$ cat src/rtl/xfer_ctrl.sv
// Command sequencer for the register_xfer block: turns one accepted command into
// a timed sequence of active-low, flop-driven bus strobes with a done pulse.
module xfer_ctrl (
  input  logic       clk,
  input  logic       reset,
  input  logic       cmd_valid,
  input  logic [1:0] cmd_op,
  input  logic [2:0] cmd_len,
  output logic       cmd_ready,
  output logic       busy,
  output logic       done,
  output logic       hi_byte,
  output logic       assert_addr,
  output logic       assert_xfer,
  output logic       load_xfer,
  output logic       assertlow_main,
  output logic       asserthigh_main,
  output logic       loadlow_main,
  output logic       loadhigh_main
);

  typedef enum logic [2:0] {
    S_IDLE,
    S_STEP0,
    S_STEP1,
    S_HOLD,
    S_TURN
  } state_t;

  typedef enum logic [1:0] {
    OP_LOAD_MAIN16  = 2'd0,
    OP_STORE_MAIN16 = 2'd1,
    OP_LOAD_XFER    = 2'd2,
    OP_ADDR_OUT     = 2'd3
  } op_t;

  typedef struct packed {
    logic assert_addr;
    logic assert_xfer;
    logic load_xfer;
    logic assertlow_main;
    logic asserthigh_main;
    logic loadlow_main;
    logic loadhigh_main;
  } strobes_t;

  localparam strobes_t STROBES_IDLE = '1;

  state_t   state_q, state_d;
  op_t      op_q, op_d;
  logic [2:0] cnt_q, cnt_d;
  logic     done_q, done_d;
  logic     hi_q, hi_d;
  strobes_t strb_q, strb_d;

  always_comb begin
    // NOTE: every signal written here gets a default first so no latch is inferred.
    state_d = state_q;
    op_d    = op_q;
    cnt_d   = cnt_q;
    done_d  = 1'b0;

    case (state_q)
      S_IDLE: begin
        if (cmd_valid) begin
          op_d = op_t'(cmd_op);
          if (op_d == OP_ADDR_OUT) begin
            state_d = S_HOLD;
            cnt_d   = cmd_len;
          end else begin
            state_d = S_STEP0;
          end
        end
      end
      S_STEP0: begin
        if (op_q == OP_LOAD_XFER) begin
          state_d = S_IDLE;
          done_d  = 1'b1;
        end else begin
          state_d = S_STEP1;
        end
      end
      S_STEP1: begin
        done_d  = 1'b1;
        state_d = (op_q == OP_STORE_MAIN16) ? S_TURN : S_IDLE;
      end
      S_HOLD: begin
        if (cnt_q == 3'd0) begin
          state_d = S_TURN;
          done_d  = 1'b1;
        end else begin
          cnt_d = cnt_q - 3'd1;
        end
      end
      S_TURN:  state_d = S_IDLE;
      default: state_d = S_IDLE;
    endcase

    // Strobes are decoded from the next state so they register in step with it.
    strb_d = STROBES_IDLE;
    hi_d   = 1'b0;
    case (state_d)
      S_STEP0: begin
        case (op_d)
          OP_LOAD_MAIN16:  strb_d.loadlow_main   = 1'b0;
          OP_STORE_MAIN16: strb_d.assertlow_main = 1'b0;
          OP_LOAD_XFER:    strb_d.load_xfer      = 1'b0;
          default:         ;
        endcase
      end
      S_STEP1: begin
        hi_d = 1'b1;
        if (op_d == OP_STORE_MAIN16) strb_d.asserthigh_main = 1'b0;
        else                         strb_d.loadhigh_main   = 1'b0;
      end
      S_HOLD:  strb_d.assert_addr = 1'b0;
      default: ;
    endcase
  end

  always_ff @(posedge clk) begin
    // NOTE: state registers use non-blocking assignments so all flops update together.
    if (reset) begin
      state_q <= S_IDLE;
      op_q    <= OP_LOAD_MAIN16;
      cnt_q   <= 3'd0;
      done_q  <= 1'b0;
      hi_q    <= 1'b0;
      strb_q  <= STROBES_IDLE;
    end else begin
      state_q <= state_d;
      op_q    <= op_d;
      cnt_q   <= cnt_d;
      done_q  <= done_d;
      hi_q    <= hi_d;
      strb_q  <= strb_d;
    end
  end

  assign cmd_ready       = (state_q == S_IDLE);
  assign busy            = (state_q != S_IDLE);
  assign done            = done_q;
  assign hi_byte         = hi_q;
  assign assert_addr     = strb_q.assert_addr;
  assign assert_xfer     = strb_q.assert_xfer;
  assign load_xfer       = strb_q.load_xfer;
  assign assertlow_main  = strb_q.assertlow_main;
  assign asserthigh_main = strb_q.asserthigh_main;
  assign loadlow_main    = strb_q.loadlow_main;
  assign loadhigh_main   = strb_q.loadhigh_main;

endmodule

$ cat config.mk
export PLATFORM = sky130hd
export DESIGN_NAME = xfer_ctrl
export DESIGN_NICKNAME = d
export VERILOG_FILES = /design/src/rtl/xfer_ctrl.sv
export SDC_FILE = /design/constraint.sdc
export NUM_CORES = 1
export LEC_CHECK = 0
export BUFFER_PORTS_ARGS = -buffer_cell sky130_fd_sc_hd__buf_2
export CORE_UTILIZATION = 50
export CTS_CLUSTER_SIZE = 14
export DETAILED_ROUTE_END_ITERATION = 7
export PLACE_DENSITY = 0.75
export SLEW_MARGIN = 20
export SYNTH_ARGS = -nofsm -noshare
export SYNTH_HDL_FRONTEND = slang
export SYNTH_SLANG_ARGS = --single-unit
$ cat constraint.sdc
create_clock -name clk -period 2.5 [get_ports clk]
set_clock_uncertainty 0.2 [all_clocks]
set_input_delay 0.5 -clock clk [delete_from_list [all_inputs] [get_ports clk]]
set_output_delay 0.5 -clock clk [all_outputs]
set_load 0.005 [all_outputs]
After elaboration in Yosys (flattened, before gate mapping)
Cells that the tools add are included.
{ "totals": {"wordCells": 58, "input_bits": 8, "output_inout_bits": 11, "reg_bits": 17} }
{ "op_classes": {"n_eq_ne": 14, "mux": 21, "add_sub_neg": 1, "n_reduce_logical": 8, "bitwise": 2} }
{ "ops": {"columns": ["operator", "count"], "rows": [
  ["2-to-1 mux 3 bit", 6],
  ["equality test 3 x 2 -> 1 bit (second input constant)", 4],
  ["one-hot mux 3 bit (4 select lines)", 1],
  ["2-to-1 mux 1 bit", 8],
  ["2-to-1 mux 2 bit", 4],
  ["equality test 2 bit (second input constant)", 3],
  ["equality test 3 x 1 -> 1 bit (second input constant)", 2],
  ["logical NOT 3 bit", 2],
  ["one-hot mux 3 bit (2 select lines)", 1],
  ["equality test 2 x 1 -> 1 bit (second input constant)", 2],
  ["!= test 2 bit (second input constant)", 2],
  ["AND reduction 4 bit", 1],
  ["OR reduction 2 bit", 2],
  ["one-hot mux 1 bit (3 select lines)", 1],
  ["nonzero test 3 bit", 1],
  ["subtractor 3 x 1 -> 3 bit (second input constant)", 1],
  ["logical NOT 2 bit", 1],
  ["!= test 2 x 1 -> 1 bit (second input constant)", 1],
  ["NOT 1 bit", 2],
  ["nonzero test 2 bit", 1]
]} }

Depth between registers and ports, before layout
Gate-level depths: netlist of the first run.
{ "logic_depth": {"depth_word": 7, "depth_mapped": 7, "depth_no_buf": 7} }

Worst setup path after synthesis of the first run
No wires, ideal clock.
{ "synth_path": {"kind": "register to register", "start": "register cnt_q[0]", "end": "register strb_q (netlist bit loadlow_main)", "t_arrival_ns": 1.551, "path_buffers": 0, "period_less_slack_ns": 1.890, "required_time_ns": 2.161, "path_stages_with_launch": 8, "path_slack_ns": 0.610, "setup_ns": 0.139, "cell_sequence": "dfxtp_1 -> inv_1 -> ha_1 -> ha_1 -> nand3b_1 -> a21boi_1 -> a311oi_1 -> o21ai_0"} }
{ "synth_between": {"elab_chain_cells": 6} }
{ "synth_rtl": {"columns": ["item", "line_no", "rtl"], "rows": [
  ["start, declared", "51", "logic [2:0] cnt_q, cnt_d;"],
  ["start signal, assigned", "133", "cnt_q <= cnt_d;"],
  ["logical NOT 3 bit", "88", "if (cnt_q == 3'd0) begin"],
  ["2-to-1 mux 3 bit", "88", null],
  ["one-hot mux 3 bit (4 select lines)", "63", "case (state_q)"],
  ["equality test 3 x 1 -> 1 bit", "102", "case (state_d)"],
  ["NOT 1 bit (no line)", null, null],
  ["OR reduction 2 bit (no line)", null, null],
  ["end signal, assigned", "136", "strb_q <= strb_d;"],
  ["end, declared", "54", "strobes_t strb_q, strb_d;"]
]} }
No other way between the ends.
A chain may end at the register's enable or synchronous reset.

Worst setup path in the final report of the first run
Same ends and word-level chain as after synthesis.

==> results of run 1 <==
power by group through the flow:
stage | Clock [W] | Combinational, W | Sequential, W
2_1_floorplan | 0 | 0.0000813 | 0.000280
3_3_place_gp | 0 | 0.0000982 | 0.000285
3_5_place_dp | 0 | 0.0000994 | 0.000286
4_1_cts | 0.000174 | 0.0000997 | 0.000280
5_1_grt | 0.000184 | 0.000113 | 0.000282
6_report | 0.000166 | 0.000100 | 0.000280
flip-flops by register name, indices dropped and copies added, names as in the netlist:
signal,cells
load_xfer,1
loadhigh_main,1
done,1
hi_byte,1
state_q,3
asserthigh_main,1
cnt_q,3
op_q,2
loadlow_main,1
assertlow_main,1
assert_addr,1
cells by family (layout without fill, tap and decap cells):
kind of cell,Yosys count,after routing
and+or+nand+nor,38,38
DFF,16,16
other,1,1
buffers and inverters,10,27
adders and majority gates,2,2
AOI/OAI and AO/OA,22,22
how the worst min path moves through the flow:
stage,endpoint,slack [ps],depth (start not counted)
2_1_floorplan,cnt_q[0]$_SDFFE_PP0P_,250,2
3_3_place_gp,cnt_q[0]$_SDFFE_PP0P_,270,2
3_5_place_dp,cnt_q[0]$_SDFFE_PP0P_,280,2
4_1_cts,op_q[0]$_SDFF_PP0_,190,2
5_1_grt,op_q[0]$_SDFF_PP0_,200,2
6_report,op_q[0]$_SDFF_PP0_,210,2
metrics by stage:
step	setup slack [ps]	hold WS [ps]	cell area (um^2)
2_1_floorplan	610	249	802
3_3_place_gp	470	272	873
3_5_place_dp	407	278	873
4_1_cts	401	192	910
5_1_grt	176	201	910
6_report	402	206	910
final cells by class:
cell class,count,share of cell area [%]
Multi-Input combinational cell,63,46.8
Sequential cell,16,35.2
Timing Repair Buffer,17,9.35
Clock buffer,4,3.99
Inverter,6,2.48
Tap cell,16,2.20
worst register-to-register path: cells and delay by family, from the launching register on:
family,cells,cell delay [ps]
compound gates,3,780
fa+ha+maj,2,420
flops,1,330
simple gates,1,190
buf+inv,1,50
cells in the mapped netlist (all sizes together):
cell     number  area share (%)
a21boi        1            0.94
inv           6             2.8
or2           2             1.6
o2bb2ai       1             1.1
nor2          5             2.3
clkbuf        1            0.47
a311oi        1             1.1
buf           3             3.7
o21ai         9             5.6
o32ai         1             1.1
o311a         2             2.5
nor3          2             1.2
or3b          1             1.1
ha            2             3.1
dfxtp        16              40
nor3b         2             1.9
a32oi         1             3.4
or3           2             1.6
and2          1            0.78
nor2b         2             1.6
o211ai        1            0.94
nand2        14             6.6
nand3b        4             3.7
conb          1            0.47
nor4b         1             3.0
nand2b        2             1.6
a21oi         4             2.5
a2111oi       1             3.4
layer usage:
layer	up-vias	share of wire, %
met4	0	1.1
li1	344	-
met1	285	51
met5	-	0
met3	2	4.6
met2	20	44
==> results.cfg, run 1 <==
[status]
status = completed

[final_layout]
nNetsFinal = 117
syn2layout_area_growth_pct = 13.4
n_antenna_cell = 0
multi_input_area_um2 = 425
drive_gt1_share_pct = 25.5
seq_area_um2 = 320
final_common_cell = buf_2
final_cells = 122
nFillCells = 137
fin_util_pct = 60.4
final_cell_mix = buf_2, dfxtp_1, nand2_1

[min_path]
min_from = reset
hold_path.class = in2reg

[power_and_ir_drop]
power.total_w = 0.000546
vdd_drop_max_uv = 331
power_frac_clock_pct = 30.4
power.leakage_nw = 0.352
switching_share_pct = 26.7
power_frac_seq_pct = 51.3
power.internal_w = 0.000400
comb_power_share_pct = 18.3
p_per_area_nw_per_um2 = 600
switching_power_w = 0.000146

[setup_path]
rrSetupSlack_ps = 400
r2r_end = loadlow_main$_SDFF_PP1_
crit_path_end_kind = flip-flop
critPathKind = reg2reg
slowest_delay_ps = 410
rr_worst_depth = 7
critPathTopFamily = compound AO/OA/AOI/OAI gates
cp_data_arrival_time_ps = 2060
crit_top_cell = ha_1
crit_cells = 7
crit_start = cnt_q[0]$_SDFFE_PP0P_
rr_startpoint = cnt_q[0]$_SDFFE_PP0P_
cp_cell_sequence = inv_1 > ha_1 > ha_1 > nand3b_1 > a21boi_1 > a311oi_1 > o21ai_0
required_ps = 2460
cp_slowest_cell = a311oi_1
start_kind = flip-flop
crit_path_end = loadlow_main$_SDFF_PP1_
crit_buf_inv = 1
crit_fanout = 8

[route]
drt_wl_total_um = 1420
drt_first_pass_iters = 4
drt-vias-per-instance = 5.34
routedWlPerCell_um = 11.7
first_iter_violations = 16
dr_total_vias = 651
drc = 0
ant_nets = 0

[clock_tree]
clk-insertion-delay-late_ps = 280
cts_tree = yes
clock-root-buffer = clkbuf_4
cts_setup_buffers = 0
cts_repair_resize_count = 0
ctsHoldBuffers = 0
clock-sinks = 16
cts_made_buffers = 3
clockBufferDepth = 2
ctsHtreeMaxLevel = 1
cts.clk_slew.worst_paths_ps = 90

[timing]
worst_pin_slew_ps = 538
finalSetupViolCount = 0
fin_crit_sh_pct = 83.9
tns_ps = 0
max_freq_mhz = 477
drv_slew = 0
rsz0062_at_grt = false
final_hold_viol_count = 0
fin_crit_ps = 2100
maxSlewHeadroom_pct = 64.1

[floorplanning]
start_util_pct = 53.2
dieArea_um2 = 1770
top_level_ports = 19
rows = 14
core_area_um2 = 1510
die_x_um = 42.1
die_y_um = 42.1

[place]
io_buffers = 17
dp_cells = 118
gp_congestion = 0.796
hpwlAfterDp_um = 1070

[yosys]
synth_cell_types = 31
syn-instance-count = 89
synthXorXnorAreaFrac_pct = 0
avgSynthCellArea_um2 = 9.01
yosys_warnings = 0
synth_fp_nets = 99
synth_fa_ha_area_share_pct = 3.12
synth_seq_cells = 16
synth-compound-area-share_pct = 22.6
synth.area.mux_share_pct = 0
synth_top_family_by_area = simple AND/OR/NAND/NOR gates
syn_area_um2 = 802
yosysSeqAreaShare_pct = 39.9
yosys.area_share.simple_pct = 26.8

[global_routing]
grt_pass1_vias = 555
grt_antenna_before_repair = 0
grt_overflow = 0
grt.busiest_layer = met2
grt_pass1_wl_um = 2480
grtUsageMet2_pct = 27.2
grt_usage_pct = 18.2
grt.met3_usage_pct = 3.88
met1_usage_pct = 25.5
grt_max_degree = 11

[job]
max_cap_viol_count = 0
Power figures use the tool's default switching activity.
==> run 2, diff against run 1 <==
ABC_AREA = 1   (was not set)
CORE_UTILIZATION = 49   (was 50)
clock period = 2.1 ns   (was 2.5 ns; I/O delays follow)
==> results.cfg, run 2 <==
[clock_tree]
ctsHoldBuffers = 0
clock-sinks = 16
cts_made_buffers = 3
cts_setup_buffers = 0
clockBufferDepth = 2
ctsHtreeMaxLevel = 1
clock-root-buffer = clkbuf_4
cts_repair_resize_count = 0
cts_tree = yes
clk-insertion-delay-late_ps = 280
cts.clk_slew.worst_paths_ps = 80

[setup_path]
cp_slowest_cell = dfxtp_1
critPathKind = reg2out
cp_data_arrival_time_ps = 1140
start_kind = flip-flop
crit_path_end_kind = output pin
cp_cell_sequence = nor2_2 > nand2_2 > inv_2 > buf_2
slowest_delay_ps = 350
required_ps = 1480
crit_fanout = 4
rrSetupSlack_ps = 490

[yosys]
synth_seq_cells = 16
syn-instance-count = 98
synth_fp_nets = 108
yosysSeqAreaShare_pct = 44.3
synth_edf_count = 0
synth_ff_type = dfxtp_1
synth.most_common_cell = nand2_1
synth_area_leader_cell = dfxtp_1
async_flop_share_pct = 0
yosys_warnings = 0
syn_area_um2 = 723
synth_cell_types = 21
yosys-top-cells-count = nand2_1, dfxtp_1, nor2_1
avgSynthCellArea_um2 = 7.38
synth_top_area_share_pct = 44.3
synthTopCellsByArea = dfxtp_1, nand2_1, nor2_1

[floorplanning]
core_area_um2 = 1330
rows = 13
die_x_um = 40.4
die_y_um = 40.4
start_util_pct = 54.2
top_level_ports = 19
dieArea_um2 = 1630

[place]
gp_congestion = 0.864
io_buffers = 17
dp_slack_ps = 502
hpwlAfterDp_um = 1040

[global_routing]
grt_pass1_wl_um = 2120
grt_usage_pct = 19.9
grt_antenna_before_repair = 0
grt_max_degree = 9
grt_pass1_vias = 516
grt_overflow = 0

[final_layout]
nFillCells = 137
n_antenna_cell = 0
seq_area_um2 = 320
nNetsFinal = 128
syn2layout_area_growth_pct = 15.9
fin_util_pct = 62.9
final_common_cell = nand2_1
final_cell_mix = nand2_1, buf_2, dfxtp_1
drive_gt1_share_pct = 31.0
largestRegisters = cnt_q: 3 flops, state_q: 3 flops, op_q: 2 flops
multi_input_area_um2 = 347

[timing]
final_hold_viol_count = 0
tns_ps = 0
drv_slew = 0
finalSetupViolCount = 0
max_freq_mhz = 567
rsz0062_at_grt = false
fin_crit_ps = 1760
fin_crit_sh_pct = 83.9
setup_ws_ps = 338

[route]
drc = 0
drt_wl_total_um = 1310
dr_total_vias = 637
drt-vias-per-instance = 4.86
routedWlPerCell_um = 10.0
first_iter_violations = 12
drt_first_pass_iters = 4
ant_nets = 0

[power_and_ir_drop]
power.total_w = 0.000618
p_per_area_nw_per_um2 = 737
power.leakage_nw = 0.407
vdd_drop_max_uv = 315

[job]
max_cap_viol_count = 0

[status]
status = completed

[min_path]
hold_path.class = in2reg
## run 2: layer usage
layer	share of wire, %	global-route usage, %
met5	0	0
met4	1.7	10.0
met3	5.9	5.00
met2	45	28.6
met1	47	27.0
## run 2: report_power, final
part           internal, W  switching (W)
clock network    0.0000665      0.0000854
registers         0.000323      0.0000103
logic            0.0000490      0.0000840
total             0.000438       0.000180
## run 2: worst max-delay path, delay by kind of cell (launching register included)
kind	cells	cell delay, ps
flip-flops	1	350
AND/OR/NAND/NOR	2	310
buffers and inverters	2	200
## run 2: path summary, 6_finish.rpt
path	end	depth (start not counted)	start
setup / recovery	cmd_ready	4	state_q[0]$_SDFF_PP0_
hold / removal	op_q[1]$_SDFF_PP0_	2	reset
setup reg to reg	load_xfer$_SDFF_PP1_	7	cnt_q[0]$_SDFFE_PP0P_
hold reg to reg	cnt_q[1]$_SDFFE_PP0P_	4	cnt_q[1]$_SDFFE_PP0P_
## run 2: cell families (layout without fill, tap and decap cells)
group           Yosys count  in the layout  share of synthesized area (%)
simple gates             55             55                           36.5
flops                    16             16                           44.3
buf+inv                  14             32                           7.78
compound gates           10             10                           7.44
fa+ha+maj                 2              2                           3.46
other cells               1              1                          0.519
## run 2: area by class of cell
type / count / share of cell area [%]
repair buffers: 17 / 10.1
inverters: 12 / 5.37
clock buffers: 3 / 2.69
well taps: 15 / 2.24
multi-input cells: 68 / 41.3
flip-flops and latches: 16 / 38.2
## run 2: metrics by stage
stage	cells	hold slack [ps]	area, um^2
2_1_floorplan	98	290	723
3_3_place_gp	128	318	816
3_5_place_dp	128	327	816
4_1_cts	131	227	838
5_1_grt	131	237	838
6_report	131	228	838
==> run 3, diff against run 2 <==
clock period = 1.7 ns   (was 2.1 ns; I/O delays follow)
==> results.cfg, run 3 (synthesis gave the netlist of run 2 again) <==
[clock_tree]
clock-sinks = 16
cts_tree = yes
cts.clk_slew.worst_paths_ps = 90
clk-insertion-delay-late_ps = 280
cts_setup_buffers = 0
clock-root-buffer = clkbuf_4
ctsHtreeMaxLevel = 1
cts_made_buffers = 3
clockBufferDepth = 2

[final_layout]
nFillCells = 127
multi_input_area_um2 = 369
n_antenna_cell = 0
syn2layout_area_growth_pct = 21.3
nNetsFinal = 128
final_cell_mix = nand2_1, buf_2, dfxtp_1
seq_area_um2 = 323
drive_gt1_share_pct = 36.8
largestRegisters = cnt_q: 3 flops, state_q: 3 flops, op_q: 2 flops
final_common_cell = nand2_1

[timing]
fin_crit_sh_pct = 97.1
max_freq_mhz = 606
final_hold_viol_count = 0
fin_crit_ps = 1650
setup_ws_ps = 49.8
finalSetupViolCount = 0
drv_slew = 0
tns_ps = 0

[route]
ant_nets = 0
drc = 0
routedWlPerCell_um = 11.2
drt_first_pass_iters = 4
drt_wl_total_um = 1470
drt-vias-per-instance = 5.08
dr_total_vias = 670
first_iter_violations = 25

[place]
io_buffers = 17
dp_slack_ps = 72.7
gp_congestion = 0.866
hpwlAfterDp_um = 1050

[floorplanning]
core_area_um2 = 1330
die_x_um = 40.4
rows = 13
start_util_pct = 54.2
dieArea_um2 = 1630
top_level_ports = 19
die_y_um = 40.4

[min_path]
min_from = reset
hold_path.class = in2reg
holdPathEnd = state_q[0]$_SDFF_PP0_
hold_depth = 2

[setup_path]
critPathKind = reg2out
start_kind = flip-flop
rrSetupSlack_ps = 90
crit_fanout = 4
slowest_delay_ps = 380
crit_path_end_kind = output pin
crit_buf_inv = 2
cp_slowest_cell = dfxtp_1
required_ps = 1160
critPathTopFamily = flip-flops
cp_cell_sequence = nor2_4 > nand2_2 > inv_2 > buf_2
rr_worst_depth = 9
rr_startpoint = cnt_q[0]$_SDFFE_PP0P_
cp_data_arrival_time_ps = 1110
r2r_end = cnt_q[2]$_SDFFE_PP0P_

[global_routing]
grt_max_degree = 10
grt_usage_pct = 19.1
grt_pass1_vias = 529
grt_antenna_before_repair = 0
grt_overflow = 0
grt_pass1_wl_um = 2100

[power_and_ir_drop]
p_per_area_nw_per_um2 = 954
vdd_drop_max_uv = 648
power.leakage_nw = 0.417

[status]
status = completed

[job]
max_cap_viol_count = 0
-- run 3: cell count changes in the layout (fill, tap and decap cells not counted), sizes merged --
| cell | change |
|---|---|
| clkbuf | +1 |
-- run 3: through the flow --
stage / instances / cell area (um^2) / power (W) / hold slack (ps) / utilization, %
after global placement: 128 / 816 / 0.000580 / 318 / 61.2
after detailed placement: 128 / 816 / 0.000583 / 327 / 61.2
final: 132 / 877 / 0.000837 / 167 / 65.8
after global routing: 132 / 877 / 0.000887 / 161 / 65.8
after floorplan: 98 / 723 / 0.000537 / 290 / -
after CTS: 132 / 852 / 0.000827 / 146 / 63.9
-- run 3: layout make-up --
type	instances	area share, %
multi-input combinational	68	42.1
sequential	16	36.8
inverter	12	5.14
tap	15	2.14
clock buffer	4	4.14
timing repair buffer	17	9.70
-- run 3: worst reg2reg max path, stage by stage, from the launching register on --
cell and delay [ps]:
dfxtp_2 340, inv_1 60, ha_1 190, ha_2 170, nor2_2 100, nand2_2 90, nand2_2 100, nand2_4 80
nor2_2 130, nor2_1 50
-- run 3: how the worst max path moves through the flow --
stage | start | endpoint | slack, ps | cells after the start
2_1_floorplan | cnt_q[0]$_SDFFE_PP0P_ | cnt_q[0]$_SDFFE_PP0P_ | 190 | 9
3_3_place_gp | cnt_q[0]$_SDFFE_PP0P_ | load_xfer$_SDFF_PP1_ | 130 | 7
3_5_place_dp | cnt_q[0]$_SDFFE_PP0P_ | cnt_q[1]$_SDFFE_PP0P_ | 70 | 9
4_1_cts | state_q[0]$_SDFF_PP0_ | cmd_ready | 10 | 4
5_1_grt | state_q[1]$_SDFF_PP0_ | cmd_ready | -20 | 4
6_report | state_q[1]$_SDFF_PP0_ | cmd_ready | 50 | 4
-- run 3: metal layers --
| metal | share of wire, % | vias up | GRT usage [%] |
|---|---|---|---|
| met4 | 1.3 | 0 | 6.67 |
| met3 | 7.1 | 2 | 5.00 |
| met5 | 0 | - | 0 |
| met1 | 43 | 294 | 25.1 |
| met2 | 49 | 34 | 29.8 |
| li1 | - | 340 | - |
-- run 3: timing repair --
action                                  CTS  global route
endpoints found under the setup margin    0             8
hold buffers                              0             0
resized for setup                         0             8
-- run 3: power by group --
part | switching (W) | internal [W]
Combinational | 0.000111 | 0.0000644
Clock | 0.000116 | 0.000130
Sequential | 0.0000151 | 0.000400
